### src/rtl/lsu_if.sv
// Request/response and data-memory port bundle for the load/store control stage.
// Handshake: a request transfers on a rising clk edge where req_valid and req_ready are both 1;
// resp_valid is a one-cycle pulse with no back-pressure, and resp_err/resp_rdata are read only with it.
interface lsu_if #(
  parameter int ADDR_W = 32,
  parameter int XLEN   = 32
);
  logic              req_valid;
  logic              req_ready;
  logic              req_we;
  logic [ADDR_W-1:0] req_addr;
  logic [XLEN-1:0]   req_wdata;
  logic [1:0]        req_size;
  logic              req_unsigned;
  logic              resp_valid;
  logic [XLEN-1:0]   resp_rdata;
  logic              resp_err;
  logic [ADDR_W-1:0] mem_addr;
  logic [XLEN-1:0]   mem_data;
  logic              mem_read;
  logic              mem_write;
  logic [1:0]        mem_size;
  logic              mem_unsigned;
  logic [XLEN-1:0]   mem_out;

  modport slave (
    input  req_valid, req_we, req_addr, req_wdata, req_size, req_unsigned, mem_out,
    output req_ready, resp_valid, resp_rdata, resp_err,
           mem_addr, mem_data, mem_read, mem_write, mem_size, mem_unsigned
  );

  modport master (
    output req_valid, req_we, req_addr, req_wdata, req_size, req_unsigned, mem_out,
    input  req_ready, resp_valid, resp_rdata, resp_err,
           mem_addr, mem_data, mem_read, mem_write, mem_size, mem_unsigned
  );
endinterface

### src/rtl/lsu_ctrl.sv
// Load/store control stage in front of the word-organised data memory.
// Define LSU_MISALIGN_SPLIT_EN to split misaligned halfword/word accesses into byte accesses.
module lsu_ctrl #(
  parameter int ADDR_W = 32,
  parameter int XLEN   = 32
) (
  input  logic       clk,
  input  logic       rst_n,
  lsu_if.slave       bus,
  output logic [1:0] dbg_state
);

  typedef enum logic [1:0] {
    IDLE   = 2'd0,
    ACCESS = 2'd1,
    RESP   = 2'd2
  } state_e;

  state_e state, state_n;

  logic              we_q;
  logic              uns_q;
  logic              err_q;
  logic [1:0]        size_q;
  logic [ADDR_W-1:0] addr_q;
  logic [XLEN-1:0]   wdata_q;

  logic accept;
  logic misalign;
  logic req_bad;
  logic split_run;
  logic last_byte;

  assign accept    = (state == IDLE) && bus.req_valid;
  assign dbg_state = state;

  always_comb begin
    misalign = ((bus.req_size == 2'b01) && bus.req_addr[0]) ||
               ((bus.req_size == 2'b10) && (bus.req_addr[1:0] != 2'b00));
  end

`ifdef LSU_MISALIGN_SPLIT_EN
  logic        split_q;
  logic [1:0]  cnt_q;
  logic [31:0] acc_q;
  logic [31:0] acc_n;

  assign req_bad   = (bus.req_size == 2'b11);
  assign split_run = split_q;
  assign last_byte = (cnt_q == ((size_q == 2'b01) ? 2'd1 : 2'd3));

  // Accumulator view including the byte arriving this cycle, so the exit edge sees all bytes.
  always_comb begin
    acc_n = acc_q;
    acc_n[{cnt_q, 3'b000} +: 8] = bus.mem_out[7:0];
  end
`else
  assign req_bad   = (bus.req_size == 2'b11) || misalign;
  assign split_run = 1'b0;
  assign last_byte = 1'b1;
`endif

  always_ff @(posedge clk or negedge rst_n) begin
    if (!rst_n) state <= IDLE;
    else        state <= state_n;
  end

  always_comb begin
    state_n          = state;
    bus.req_ready    = 1'b0;
    bus.mem_addr     = '0;
    bus.mem_data     = '0;
    bus.mem_read     = 1'b0;
    bus.mem_write    = 1'b0;
    bus.mem_size     = 2'b00;
    bus.mem_unsigned = 1'b0;
    case (state)
      IDLE: begin
        bus.req_ready = 1'b1;
        if (bus.req_valid) state_n = req_bad ? RESP : ACCESS;
      end
      ACCESS: begin
        bus.mem_read  = !we_q;
        bus.mem_write = we_q;
        if (split_run) begin
`ifdef LSU_MISALIGN_SPLIT_EN
          bus.mem_addr     = addr_q + ADDR_W'(cnt_q);
          bus.mem_data     = {{(XLEN-8){1'b0}}, wdata_q[{cnt_q, 3'b000} +: 8]};
          bus.mem_size     = 2'b00;
          bus.mem_unsigned = 1'b1;
`endif
          if (last_byte) state_n = RESP;
        end else begin
          bus.mem_addr     = addr_q;
          bus.mem_data     = wdata_q;
          bus.mem_size     = size_q;
          bus.mem_unsigned = uns_q;
          state_n          = RESP;
        end
      end
      RESP:    state_n = IDLE;
      default: state_n = IDLE;
    endcase
  end

  always_ff @(posedge clk or negedge rst_n) begin
    if (!rst_n) begin
      we_q           <= 1'b0;
      uns_q          <= 1'b0;
      err_q          <= 1'b0;
      size_q         <= 2'b00;
      addr_q         <= '0;
      wdata_q        <= '0;
      bus.resp_valid <= 1'b0;
      bus.resp_err   <= 1'b0;
      bus.resp_rdata <= '0;
`ifdef LSU_MISALIGN_SPLIT_EN
      split_q        <= 1'b0;
      cnt_q          <= 2'd0;
      acc_q          <= '0;
`endif
    end else begin
      bus.resp_valid <= (state == RESP);
      bus.resp_err   <= (state == RESP) && err_q;
      if (accept) begin
        we_q    <= bus.req_we;
        uns_q   <= bus.req_unsigned;
        err_q   <= req_bad;
        size_q  <= bus.req_size;
        addr_q  <= bus.req_addr;
        wdata_q <= bus.req_wdata;
`ifdef LSU_MISALIGN_SPLIT_EN
        split_q <= misalign && !req_bad;
        cnt_q   <= 2'd0;
`endif
      end
      if (state == ACCESS && !we_q) begin
        if (!split_run) bus.resp_rdata <= bus.mem_out;
      end
`ifdef LSU_MISALIGN_SPLIT_EN
      if (state == ACCESS && split_run) begin
        acc_q <= acc_n;
        cnt_q <= cnt_q + 2'd1;
        if (last_byte && !we_q) begin
          if (size_q == 2'b01)
            bus.resp_rdata <= {{(XLEN-16){!uns_q && acc_n[15]}}, acc_n[15:0]};
          else
            bus.resp_rdata <= XLEN'(acc_n);
        end
      end
`endif
      // Stores and rejected requests always report zero data.
      if (state == RESP && (err_q || we_q)) bus.resp_rdata <= '0;
    end
  end

endmodule

### src/flat_wrapper.sv
// flat-port wrapper written by rule: the top's interface ports become plain ports
module lsu_ctrl_flat 
#(
  parameter int ADDR_W = 32,
  parameter int XLEN   = 32
)
  (clk, rst_n, dbg_state, bus_req_valid, bus_req_we, bus_req_addr, bus_req_wdata, bus_req_size, bus_req_unsigned, bus_mem_out, bus_req_ready, bus_resp_valid, bus_resp_rdata, bus_resp_err, bus_mem_addr, bus_mem_data, bus_mem_read, bus_mem_write, bus_mem_size, bus_mem_unsigned);
  lsu_if #(.ADDR_W(ADDR_W), .XLEN(XLEN)) bus_i ();
  input  logic clk;
  input  logic rst_n;
  output logic [1:0] dbg_state;
  input wire logic [$bits(bus_i.req_valid)-1:0] bus_req_valid;
  input wire logic [$bits(bus_i.req_we)-1:0] bus_req_we;
  input wire logic [$bits(bus_i.req_addr)-1:0] bus_req_addr;
  input wire logic [$bits(bus_i.req_wdata)-1:0] bus_req_wdata;
  input wire logic [$bits(bus_i.req_size)-1:0] bus_req_size;
  input wire logic [$bits(bus_i.req_unsigned)-1:0] bus_req_unsigned;
  input wire logic [$bits(bus_i.mem_out)-1:0] bus_mem_out;
  output wire logic [$bits(bus_i.req_ready)-1:0] bus_req_ready;
  output wire logic [$bits(bus_i.resp_valid)-1:0] bus_resp_valid;
  output wire logic [$bits(bus_i.resp_rdata)-1:0] bus_resp_rdata;
  output wire logic [$bits(bus_i.resp_err)-1:0] bus_resp_err;
  output wire logic [$bits(bus_i.mem_addr)-1:0] bus_mem_addr;
  output wire logic [$bits(bus_i.mem_data)-1:0] bus_mem_data;
  output wire logic [$bits(bus_i.mem_read)-1:0] bus_mem_read;
  output wire logic [$bits(bus_i.mem_write)-1:0] bus_mem_write;
  output wire logic [$bits(bus_i.mem_size)-1:0] bus_mem_size;
  output wire logic [$bits(bus_i.mem_unsigned)-1:0] bus_mem_unsigned;
  assign bus_i.req_valid = bus_req_valid;
  assign bus_i.req_we = bus_req_we;
  assign bus_i.req_addr = bus_req_addr;
  assign bus_i.req_wdata = bus_req_wdata;
  assign bus_i.req_size = bus_req_size;
  assign bus_i.req_unsigned = bus_req_unsigned;
  assign bus_i.mem_out = bus_mem_out;
  assign bus_req_ready = bus_i.req_ready;
  assign bus_resp_valid = bus_i.resp_valid;
  assign bus_resp_rdata = bus_i.resp_rdata;
  assign bus_resp_err = bus_i.resp_err;
  assign bus_mem_addr = bus_i.mem_addr;
  assign bus_mem_data = bus_i.mem_data;
  assign bus_mem_read = bus_i.mem_read;
  assign bus_mem_write = bus_i.mem_write;
  assign bus_mem_size = bus_i.mem_size;
  assign bus_mem_unsigned = bus_i.mem_unsigned;
  lsu_ctrl #(.ADDR_W(ADDR_W), .XLEN(XLEN)) u_core (.clk(clk), .rst_n(rst_n), .bus(bus_i), .dbg_state(dbg_state));
endmodule
### config.mk
export PLATFORM = sky130hd
export DESIGN_NAME = lsu_ctrl_flat
export DESIGN_NICKNAME = d
export VERILOG_FILES = /design/src/rtl/lsu_if.sv /design/src/rtl/lsu_ctrl.sv /design/src/flat_wrapper.sv
export SDC_FILE = /design/constraint.sdc
export NUM_CORES = 1
export LEC_CHECK = 0
export ABC_CLOCK_PERIOD_IN_PS = 1610
export BUFFER_PORTS_ARGS = -buffer_cell sky130_fd_sc_hd__buf_4
export CORE_MARGIN = 8
export CORE_UTILIZATION = 42
export CTS_CLUSTER_SIZE = 24
export DETAILED_ROUTE_END_ITERATION = 8
export PLACE_DENSITY_LB_ADDON = 0.15
export SYNTH_ARGS = -nofsm -noshare
export SYNTH_HDL_FRONTEND = slang
export SYNTH_SLANG_ARGS = --single-unit
### constraint.sdc
create_clock -name clk -period 1.61 [get_ports clk]
set_clock_uncertainty 0.1 [all_clocks]
set_input_delay 0.322 -clock clk [delete_from_list [all_inputs] [get_ports clk]]
set_output_delay 0.322 -clock clk [all_outputs]
set_load 0.01 [all_outputs]
Yosys cells after proc, flatten, opt, wreduce, memory -nomap -nowiden
Cells that the tools add are included.
W data, S select, Z words.
{ "classes": {"eq_ne": 6, "muxes": 12, "reduce_logical": 13} }
{ "ops": {"columns": ["cell", "n"], "rows": [
  ["$mux W32", 4],
  ["$eq A2 B2 Y1 const B", 3],
  ["$logic_and A1 B1 Y1", 6],
  ["$mux W2", 3],
  ["$eq A2 B1 Y1 const B", 2],
  ["$mux W1", 4],
  ["$pmux W2 S2", 1],
  ["$reduce_bool A2 Y1", 2],
  ["$logic_or A1 B1 Y1", 3],
  ["$logic_not A2 Y1", 1],
  ["$ne A2 B2 Y1 const B", 1],
  ["$logic_not A1 Y1", 1]
]} }
{ "totals": {"word_cells": 41, "out_inout_bits": 106, "inputBits": 103, "regBits": 105} }

Longest topological paths before layout
Gate-level depths: netlist of the first run.
{ "depth": {"ltp_word": 7, "ltp_mapped": 6, "mapped_depth_nobuf": 4} }

Worst setup path after synthesis of the first run
Ideal clock, no wire load.
{ "synth_path": {"kind": "register to output", "from": "register u_core.state[1], in the netlist u_core.dbg_state[1]", "to": "output port bus_mem_addr[12]", "slack_ps": -122, "arrival_ps": 1310, "n_path_buf": 2, "path_stages_with_launch": 5, "cell_sequence": "dfrtp_1 and2b_1 clkbuf_1 clkbuf_1 and2_1"} }
{ "synth_between": {"elab_chain_len": 2} }
{ "synth_lines": {"columns": ["item", "line_no", "source"], "rows": [
  ["from (decl)", "lsu_ctrl.sv:19", "state_e state, state_n;"],
  ["from (signal assigned)", "lsu_ctrl.sv:65", "else state <= state_n;"],
  ["$eq A2 B1 Y1", "lsu_ctrl.sv:77", "case (state)"],
  ["$mux W32", "lsu_ctrl.sv:77", null],
  ["to (decl)", "flat_wrapper.sv:23", "output wire logic [$bits(bus_i.mem_addr)-1:0] bus_mem_addr;"]
]} }
Every way passes these cells.

Final worst setup path of the first run
{ "layout_path": {"from": "register u_core.state[1], in the netlist u_core.dbg_state[1]", "to": "output port bus_mem_read"} }
{ "layout_between": {"elab_chain_len": 2} }
{ "layout_lines": {"columns": ["item", "line_no", "source"], "rows": [
  ["$eq A2 B1 Y1", "lsu_ctrl.sv:77", null],
  ["$mux W1", "lsu_ctrl.sv:77", null],
  ["to (decl)", "flat_wrapper.sv:25", "output wire logic [$bits(bus_i.mem_read)-1:0] bus_mem_read;"]
]} }
Every way passes these cells.

==> results of run 1 <==
-- synthesized netlist by cell type --
cell type	number	area share (%)
dfrtp_1	105	58
and2_1	71	9.8
nand2_1	64	5.3
mux2_2	55	14
a21oi_1	27	3.0
mux2_1	13	3.2
buf_6	12	3.0
clkbuf_1	9	0.75
a21oi_2	5	0.97
buf_2	4	0.44
and2b_1	2	0.33
o21a_1	2	0.33
clkinv_4	1	0.19
inv_1	1	0.083
mux2i_1	1	0.22
nand2b_1	1	0.14
nor2_1	1	0.083
o21bai_1	1	0.17
o22ai_1	1	0.14
or3b_1	1	0.19
-- what timing repair did --
item                                   4_1_cts  5_1_grt
resized for setup                           24       94
setup buffers                                5        2
gates cloned                                 1       11
setup endpoints to repair                   69      172
hold buffers                                 1        0
pin swaps                                    2        6
endpoints found under the hold margin      105        0
-- sequential cells by signal (all words and copies together) (netlist names) --
name / flops
u_core.dbg_state: 2
u_core.bus.resp_valid: 1
u_core.bus.resp_rdata: 32
u_core.wdata_q: 32
u_core.err_q: 1
u_core.size_q: 2
u_core.we_q: 1
u_core.uns_q: 1
u_core.addr_q: 32
u_core.bus.resp_err: 1
-- power groups by stage --
| stage | Combinational [uW] | Sequential (uW) | Clock [uW] |
|---|---|---|---|
| after global routing | 2800 | 3640 | 2200 |
| after detailed placement | 2000 | 3600 | 0 |
| after global placement | 1950 | 3580 | 0 |
| after CTS | 2120 | 3550 | 2100 |
| final | 2600 | 3580 | 2050 |
| after floorplan | 978 | 3600 | 0 |
-- through the flow --
| step | hold slack, ns | setup WS (ns) |
|---|---|---|
| after detailed placement | 0.2396 | 0.002680 |
| after floorplan | -0.07359 | 0.005608 |
| final | 0.08279 | -0.3673 |
| after global placement | 0.2408 | 0.02660 |
| after global routing | 0.05872 | -0.4477 |
| after CTS | 0.05201 | -0.3754 |
-- routing by layer --
layer | GRT usage [%] | vias to the layer above | part of all wire (%)
li1 | - | 1682 | -
met1 | 19.41 | 1775 | 40
met2 | 27.21 | 156 | 49
met3 | 7.421 | 11 | 9.6
met4 | 6.245 | 0 | 1.0
met5 | 0 | - | 0
-- how the worst max path moves through the flow --
stage / end / slack, ns / cells past startpoint
final: bus_mem_read / -0.37 / 5
after global routing: bus_mem_data[4] / -0.45 / 4
after CTS: bus_mem_addr[14] / -0.38 / 4
after global placement: bus_mem_addr[26] / 0.03 / 4
after floorplan: bus_mem_addr[12] / 0.006 / 4
after detailed placement: bus_mem_addr[26] / 0.003 / 4
-- kinds of logic after synthesis --
family,share of synthesized area (%)
mux,17.12
simple gates,15.85
compound gates,4.584
flops,58.00
buf+inv,4.446
-- worst max-delay path, stage by stage (launching register included) --
cell,delay (ns)
dfrtp_1,0.39
buf_4,0.14
buf_6,0.11
or3b_4,0.39
clkinv_4,0.08
buf_6,0.10
-- layout make-up --
| class | instances | share of cell area [%] |
|---|---|---|
| sequential | 105 | 36.23 |
| multi-input combinational | 246 | 28.61 |
| tap | 140 | 2.415 |
| clock inverter | 4 | 1.346 |
| clock buffer | 12 | 2.277 |
| inverter | 2 | 0.1725 |
| timing repair buffer | 238 | 28.95 |
==> results.sh, run 1 <==
export IMPL_clk_latency_ns=0.36
export IMPL_grt_max_degree=57
export IMPL_numClockSinks=105
export IMPL_period_minus_slack_ns=1.977
export IMPL_crit_arrival_ns=1.56
export IMPL_required_ns=1.19
export IMPL_grt_pass1_wl_um=19440
export IMPL_ff2ff_path_depth=7
export IMPL_die_h_um=119.9
export IMPL_rsz0062_at_grt="true"
export IMPL_final_cell_mix="buf_4 (207), dfrtp_1 (105), and2_1 (70)"
export IMPL_overflow=0
export IMPL_final_util_pct=67.79
export IMPL_ir_drop_v=0.0006031
export IMPL_drv_slew=0
export IMPL_endpoint_kind="output pin"
export IMPL_final_common_cell="buf_4"
export IMPL_drt_pass1_iter_count=4
export IMPL_yosysWarnings=0
export IMPL_fin_ws_ns=-0.3673
export IMPL_reg2reg_from="u_core.dbg_state[1]$_DFFE_PN0P_"
export IMPL_syn_inst=377
export IMPL_cts_inserted_buffers=9
export IMPL_worst_slew_pin_slew_ns=0.3874
export IMPL_power_frac_comb_pct=31.6
export IMPL_yosysSeqAreaShare_pct=58.00
export IMPL_final_cells=747
export IMPL_die_w_um=119.9
export IMPL_crit_type="register to output pin"
export IMPL_io_buffers=208
export IMPL_ant_nets=0
export IMPL_min_path_type="input port to register"
export IMPL_hold_path_cell_count=2
export IMPL_power_switching_uw=2244
export IMPL_failed_checks="negative setup slack"
export IMPL_dieArea_mm2=0.01437
export IMPL_wirelength_um=14050
export IMPL_antenna_found_initial=0
export IMPL_n_antenna_cell=0
export IMPL_multi_input_area_mm2=0.002074
export IMPL_root_buffer="clkbuf_8"
export IMPL_crit_start="u_core.dbg_state[1]$_DFFE_PN0P_"
export IMPL_drive_gt1_share_pct=59.47
export IMPL_p_per_area_mw_per_mm2=1135
export IMPL_vias_per_cell=4.851
export IMPL_post_dp_cell_area_mm2=0.006275
export IMPL_drc=0
export IMPL_hp_start="bus_req_wdata[31]"
export IMPL_dp_hpwl_um=9001
export IMPL_worstPathMaxFanout=2
export IMPL_fillers=807
export IMPL_io_pins=209
export IMPL_p_total_uw=8233
export IMPL_regArea_mm2=0.002628
export IMPL_design_area_mm2=0.007252
export IMPL_via_count=3624
export IMPL_cts_tree="done"
export IMPL_switching_share_pct=27.25
export IMPL_finalHoldViolations=0
export IMPL_grt_usage_pct=16.83
export IMPL_setup_tns_ns=-40.40
export IMPL_drtIter0Drc=225
export IMPL_worstSetupStartpointType="register"
export IMPL_core_mm2=0.01070
export IMPL_worst_r2r_setup_slack_ns=-0.26
export IMPL_setup_viol=173
export IMPL_gp_congestion=0.7243
export IMPL_drt_wirelength_per_cell_um=18.81
export IMPL_p_leak_uw=0.003628
export IMPL_fmax_ghz=0.5057
export IMPL_place_inst=712
export IMPL_first_global_vias=3788
export IMPL_status="complete, but fails checks"
export IMPL_seq_power_share_pct=43.5
export IMPL_worstHoldEndpoint="u_core.wdata_q[31]$_DFFE_PN0P_"
export IMPL_syn_area_per_cell_um2=12.02
export IMPL_rr_endpoint="u_core.wdata_q[16]$_DFFE_PN0P_"
export IMPL_yosysUniqueCellTypes=20
export IMPL_internal_power_uw=5989
export IMPL_clock_path_buffers=2
export IMPL_synth_area_mm2=0.004531
export IMPL_layout_nets=705
export IMPL_start_util_pct=42.35
export IMPL_synth_seq_cells=105
export IMPL_clockPowerShare_pct=24.9
export IMPL_cap_viol_max_count=0
export IMPL_max_slew_margin_rel_pct=74.17
export IMPL_cts_htree_levels=3
export IMPL_fin_crit_sh_pct=122.8
export IMPL_clkTransAtPathRegs_ns=0.10
export IMPL_synthToLayoutAreaGrowth_pct=60.07
export IMPL_std_cell_rows=38
export IMPL_syn_nets=480
Power figures use the tool's default switching activity.
==> run 2, diff against run 1 <==
- CELL_PAD_IN_SITES_DETAIL_PLACEMENT: not set -> 2
- CELL_PAD_IN_SITES_GLOBAL_PLACEMENT: not set -> 2
- CORE_UTILIZATION: 42 -> 25
- TNS_END_PERCENT: not set -> 5
==> run 2 against run 1 <==
The flow still finishes with violations (negative setup slack). Critical endpoint is now bus_mem_data[26]. Setup slack got worse by 0.032 ns. Combinational power hardly changed. Register-to-register slack improved by 0.10 ns. Largest cell class unchanged.
==> results.sh, run 2 (same netlist as run 1, synthesis figures left out) <==
export IMPL_fin_ws_ns=-0.3997
export IMPL_pre_cts_ws_ns=-0.02274
export IMPL_via_count=3649
export IMPL_antenna_found_initial=0
export IMPL_timing_critical_path_cells="and2b_4, buf_12, buf_6, and2_1, buf_4"
export IMPL_worstSetupStartpointType="register"
export IMPL_io_buffers=208
export IMPL_final_cell_mix="buf_4 (165), dfrtp_1 (105), nand2_1 (64)"
export IMPL_design_area_mm2=0.007535
export IMPL_holdWs_ns=0.09053
export IMPL_period_minus_slack_ns=2.010
export IMPL_layout_nets=705
export IMPL_crit_type="register to output pin"
export IMPL_ir_drop_v=0.0005110
export IMPL_clock_path_buffers=2
export IMPL_hp_start="bus_req_wdata[13]"
export IMPL_drv_slew=0
export IMPL_crit_start="u_core.dbg_state[1]$_DFFE_PN0P_"
export IMPL_die_h_um=150.6
export IMPL_gp_congestion=0.7112
export IMPL_core_mm2=0.01790
export IMPL_ff2ff_path_depth=8
export IMPL_cts_tree="done"
export IMPL_root_buffer="clkbuf_16"
export IMPL_finalHoldViolations=0
export IMPL_vias_per_cell=4.365
export IMPL_grt_usage_pct=13.85
export IMPL_status="complete, but fails checks"
export IMPL_dp_hpwl_um=11880
export IMPL_max_slew_margin_rel_pct=75.05
export IMPL_endpoint_kind="output pin"
export IMPL_worstPathMaxFanout=7
export IMPL_failed_checks="negative setup slack"
export IMPL_fillers=1867
export IMPL_die_w_um=150.6
export IMPL_cts_htree_levels=3
export IMPL_p_leak_uw=0.003621
export IMPL_std_cell_rows=49
export IMPL_final_common_cell="buf_4"
export IMPL_io_pins=209
export IMPL_wirelength_um=17230
export IMPL_cpMaxStageDelayCell="dfrtp_1"
export IMPL_reg_largest_list="u_core.addr_q x32, u_core.bus.resp_rdata x32, u_core.wdata_q x32"
export IMPL_drt_pass1_iter_count=4
export IMPL_drtIter0Drc=89
export IMPL_slowest_delay_ns=0.38
export IMPL_post_dp_cell_area_mm2=0.006456
export IMPL_dieArea_mm2=0.02269
export IMPL_path_buf_inv=3
export IMPL_crit_arrival_ns=1.59
export IMPL_crit_path_end="bus_mem_data[26]"
export IMPL_drt_wirelength_per_cell_um=20.61
export IMPL_first_global_vias=4157
export IMPL_drc=0
export IMPL_clk_latency_ns=0.35
export IMPL_worst_slew_pin_slew_ns=0.3742
export IMPL_clkTransAtPathRegs_ns=0.07
export IMPL_required_ns=1.19
export IMPL_p_per_area_mw_per_mm2=1139
export IMPL_drive_gt1_share_pct=62.93
export IMPL_crit_family="simple AND/OR/NAND/NOR gates"
export IMPL_grt_max_degree=33
export IMPL_numClockSinks=105
export IMPL_setup_viol=169
export IMPL_worst_r2r_setup_slack_ns=-0.16
export IMPL_start_util_pct=25.31
export IMPL_cp_depth=5
export IMPL_multi_input_area_mm2=0.002004
export IMPL_n_antenna_cell=0
export IMPL_min_path_type="input port to register"
export IMPL_rr_endpoint="u_core.bus.resp_rdata[23]$_DFFE_PN0P_"
export IMPL_grt_pass1_wl_um=23960
export IMPL_final_cells=836
export IMPL_fmax_ghz=0.4976
export IMPL_regArea_mm2=0.002628
export IMPL_cts_inserted_buffers=9
export IMPL_cap_viol_max_count=0
export IMPL_overflow=0
export IMPL_synthToLayoutAreaGrowth_pct=66.31
export IMPL_fin_crit_sh_pct=124.8
export IMPL_reg2reg_from="u_core.dbg_state[1]$_DFFE_PN0P_"
export IMPL_rsz0062_at_grt="true"
export IMPL_ant_nets=0
export IMPL_place_inst=804
[run 2: cell count changes in the layout (fill, tap and decap cells not counted), moves of 27 or more]
cell    change
and2_1     -46
and2_4     +45
buf_4      -42
buf_6      +42
mux2_4     -34
mux2_2     +27
[run 2: per-layer routing]
layer	routed length [um]	global-route usage [%]	part of all wire, %	vias up
met4	226	4.503	1.3	0
met3	1376	5.531	8.0	13
met2	8946	23.48	52	111
met1	6681	15.64	39	1846
met5	0	0	0	-
li1	-	-	-	1679
[run 2: timing repair]
action,4_1_cts,5_1_grt
pin swaps,2,42
buffers inserted,1,5
hold buffers,1,0
setup endpoints to repair,73,169
gates resized for setup,6,142
endpoints found under the hold margin,20,0
gates cloned,1,8
[run 2: metrics by stage]
stage	TNS (ns)	util [%]	total power [uW]
final	-31.48	42.09	8581
after global routing	-41.47	42.09	9038
after CTS	-27.66	38.19	8254
after detailed placement	-0.1379	36.06	5751
after global placement	0	36.06	5638
after floorplan	-0.4206	-	4574
[run 2: worst min path at each step]
stage | to | slack [ns] | cells after the start
after floorplan | u_core.addr_q[0]$_DFFE_PN0P_ | -0.07 | 0
final | u_core.wdata_q[13]$_DFFE_PN0P_ | 0.09 | 2
after global routing | u_core.wdata_q[13]$_DFFE_PN0P_ | 0.08 | 2
after CTS | u_core.wdata_q[13]$_DFFE_PN0P_ | 0.07 | 2
after global placement | u_core.addr_q[22]$_DFFE_PN0P_ | 0.17 | 1
after detailed placement | u_core.addr_q[22]$_DFFE_PN0P_ | 0.16 | 1
[run 2: where the power goes]
| part | internal (uW) | total (uW) | switching [uW] | leakage [uW] |
|---|---|---|---|---|
| combinational | 1530 | 2580 | 1040 | 0.00217 |
| clock | 1410 | 2410 | 1010 | 0.000159 |
| sequential | 3240 | 3590 | 347 | 0.00129 |
| total | 6180 | 8580 | 2400 | 0.00362 |
[run 2: final cells by class]
cell class	instances	share of cell area [%]
clock buffer	11	3.222
sequential	105	34.87
multi-input combinational	245	26.60
tap	229	3.803
timing repair buffer	239	30.29
inverter	2	0.1661
clock inverter	5	1.046
==> run 3, diff against run 2 <==
- CORE_ASPECT_RATIO: not set -> 2
==> run 3 against run 2 <==
The flow still finishes with violations (negative setup slack). Sequential share of layout area up 3.4 points. Global-route usage is 0.17 points higher. Fmax is 3.2% higher. Non-clock buffer count fell by 13. Flip-flop and latch count is the same. Worst hold slack improved by 0.0046 ns. Via count fell by 1.5%. Largest power group unchanged.
==> results.sh, run 3 (same netlist as run 1, synthesis figures left out) <==
export IMPL_regArea_mm2=0.002628
export IMPL_start_util_pct=25.47
export IMPL_finalHoldViolations=0
export IMPL_synthToLayoutAreaGrowth_pct=51.48
export IMPL_final_cell_mix="buf_4 (201), dfrtp_1 (105), nand2_1 (64)"
export IMPL_drive_gt1_share_pct=52.86
export IMPL_fin_crit_sh_pct=120.9
export IMPL_p_total_uw=8226
export IMPL_path_buf_inv=2
export IMPL_fillers=1936
export IMPL_drc=0
export IMPL_cpMaxStageDelayCell="dfrtp_1"
export IMPL_core_mm2=0.01778
export IMPL_drv_slew=0
export IMPL_clkTransAtPathRegs_ns=0.07
export IMPL_std_cell_rows=69
export IMPL_holdWs_ns=0.09515
export IMPL_crit_arrival_ns=1.52
export IMPL_reg2reg_from="u_core.dbg_state[1]$_DFFE_PN0P_"
export IMPL_layout_nets=692
export IMPL_drt_pass1_iter_count=3
export IMPL_clock_path_buffers=2
export IMPL_via_count=3596
export IMPL_ff2ff_path_depth=5
export IMPL_wirelength_um=16110
export IMPL_status="complete, but fails checks"
export IMPL_reg_largest_list="u_core.addr_q x32, u_core.bus.resp_rdata x32, u_core.wdata_q x32"
export IMPL_clk_latency_ns=0.34
export IMPL_root_buffer="clkbuf_16"
export IMPL_failed_checks="negative setup slack"
export IMPL_hold_path_cell_count=2
export IMPL_required_ns=1.19
export IMPL_endpoint_kind="output pin"
export IMPL_worstHoldEndpoint="u_core.wdata_q[11]$_DFFE_PN0P_"
export IMPL_grt_pass1_wl_um=24910
export IMPL_hp_start="bus_req_wdata[11]"
export IMPL_cts_inserted_buffers=9
export IMPL_crit_family="simple AND/OR/NAND/NOR gates"
export IMPL_min_path_type="input port to register"
export IMPL_timing_critical_path_cells="and2b_4, buf_12, and2_1, buf_4"
export IMPL_setup_viol=69
export IMPL_p_per_area_mw_per_mm2=1199
export IMPL_vias_per_cell=4.456
export IMPL_ir_drop_v=0.0005371
export IMPL_drt_wirelength_per_cell_um=19.96
export IMPL_drtIter0Drc=53
export IMPL_io_buffers=208
export IMPL_antenna_found_initial=0
export IMPL_numClockSinks=105
export IMPL_multi_input_area_mm2=0.001734
export IMPL_worstSetupStartpointType="register"
export IMPL_final_cells=807
export IMPL_dieArea_mm2=0.02295
export IMPL_grt_max_degree=41
export IMPL_max_slew_margin_rel_pct=78.46
export IMPL_first_global_vias=4165
export IMPL_cts_tree="done"
export IMPL_overflow=0
export IMPL_dp_hpwl_um=12800
export IMPL_n_antenna_cell=0
export IMPL_p_leak_uw=0.003291
export IMPL_grt_usage_pct=14.02
export IMPL_worstPathMaxFanout=31
export IMPL_setup_tns_ns=-21.01
export IMPL_worst_r2r_setup_slack_ns=0
export IMPL_gp_congestion=0.7163
export IMPL_fin_ws_ns=-0.3370
export IMPL_worst_slew_pin_slew_ns=0.3231
export IMPL_final_common_cell="buf_4"
export IMPL_crit_type="register to output pin"
export IMPL_slowest_delay_ns=0.41
export IMPL_fmax_ghz=0.5136
export IMPL_die_w_um=111.2
export IMPL_ant_nets=0
export IMPL_io_pins=209
export IMPL_rr_endpoint="u_core.bus.resp_rdata[14]$_DFFE_PN0P_"
export IMPL_rsz0062_at_grt="true"
export IMPL_cap_viol_max_count=0
export IMPL_place_inst=789
export IMPL_die_h_um=206.4
export IMPL_period_minus_slack_ns=1.947
export IMPL_cts_htree_levels=3
==> run 3: cell types whose count changed in the layout (fill, tap and decap cells not counted), moves of 12 or more <==
cell,before,now
mux2_2,27,55
mux2_4,34,0
and2_1,24,59
buf_6,52,14
a21oi_1,15,27
a21oi_2,17,5
buf_4,165,201
and2_4,47,12
==> run 3: worst register-to-register path, stage by stage, from the launching register on <==
cell and delay (ns):
dfrtp_1 0.41, or3b_1 0.50, clkinv_4 0.12, buf_12 0.17
nand2_1 0.10, a21oi_1 0.14
==> run 3: layer usage <==
metal,routed length [um],vias up,GRT usage [%]
li1,-,1651,-
met1,5419,1816,13.45
met2,9356,118,26.84
met3,1104,11,4.766
met4,228,0,4.983
met5,0,-,0
==> run 3: stage by stage <==
step / util (%) / cell area (um2) / setup WS, ns
after CTS: 38.29 / 6809 / -0.3794
after detailed placement: 36.09 / 6419 / -0.01865
after global routing: 38.59 / 6863 / -0.4150
after global placement: 36.09 / 6419 / 0.008491
after floorplan: - / 4534 / -0.008396
final: 38.59 / 6863 / -0.3370
==> run 3: power by group <==
group,switching [uW],internal (uW)
Combinational,915,1200
Clock,997,1560
Sequential,315,3240
==> run 3: cell type report <==
cell class / count / area share (%)
well taps: 213 / 3.883
clock inverters: 5 / 1.495
clock buffers: 11 / 3.537
inverters: 2 / 0.1823
flip-flops and latches: 105 / 38.29
repair buffers: 226 / 27.35
multi-input cells: 245 / 25.27
==> run 3: worst max-delay path by stage <==
stage / start / cells after the start / slack (ns) / endpoint
3_3_place_gp: u_core.dbg_state[1]$_DFFE_PN0P_ / 4 / 0.008 / bus_mem_addr[23]
3_5_place_dp: u_core.dbg_state[1]$_DFFE_PN0P_ / 4 / -0.02 / u_core.bus.resp_rdata[29]$_DFFE_PN0P_
2_1_floorplan: u_core.dbg_state[0]$_DFFE_PN0P_ / 5 / -0.008 / u_core.wdata_q[15]$_DFFE_PN0P_
6_report: u_core.dbg_state[1]$_DFFE_PN0P_ / 4 / -0.34 / bus_mem_data[24]
4_1_cts: u_core.dbg_state[1]$_DFFE_PN0P_ / 4 / -0.38 / bus_mem_addr[20]
5_1_grt: u_core.dbg_state[1]$_DFFE_PN0P_ / 4 / -0.41 / bus_mem_addr[0]
==> run 3: timing repair <==
| item | 4_1_cts | 5_1_grt |
|---|---|---|
| hold endpoints to repair | 18 | 0 |
| endpoints found under the setup margin | 108 | 165 |
| pin swaps | 1 | 9 |
| buffers inserted | 1 | 0 |
| hold buffers | 1 | 0 |
| resized for setup | 9 | 17 |
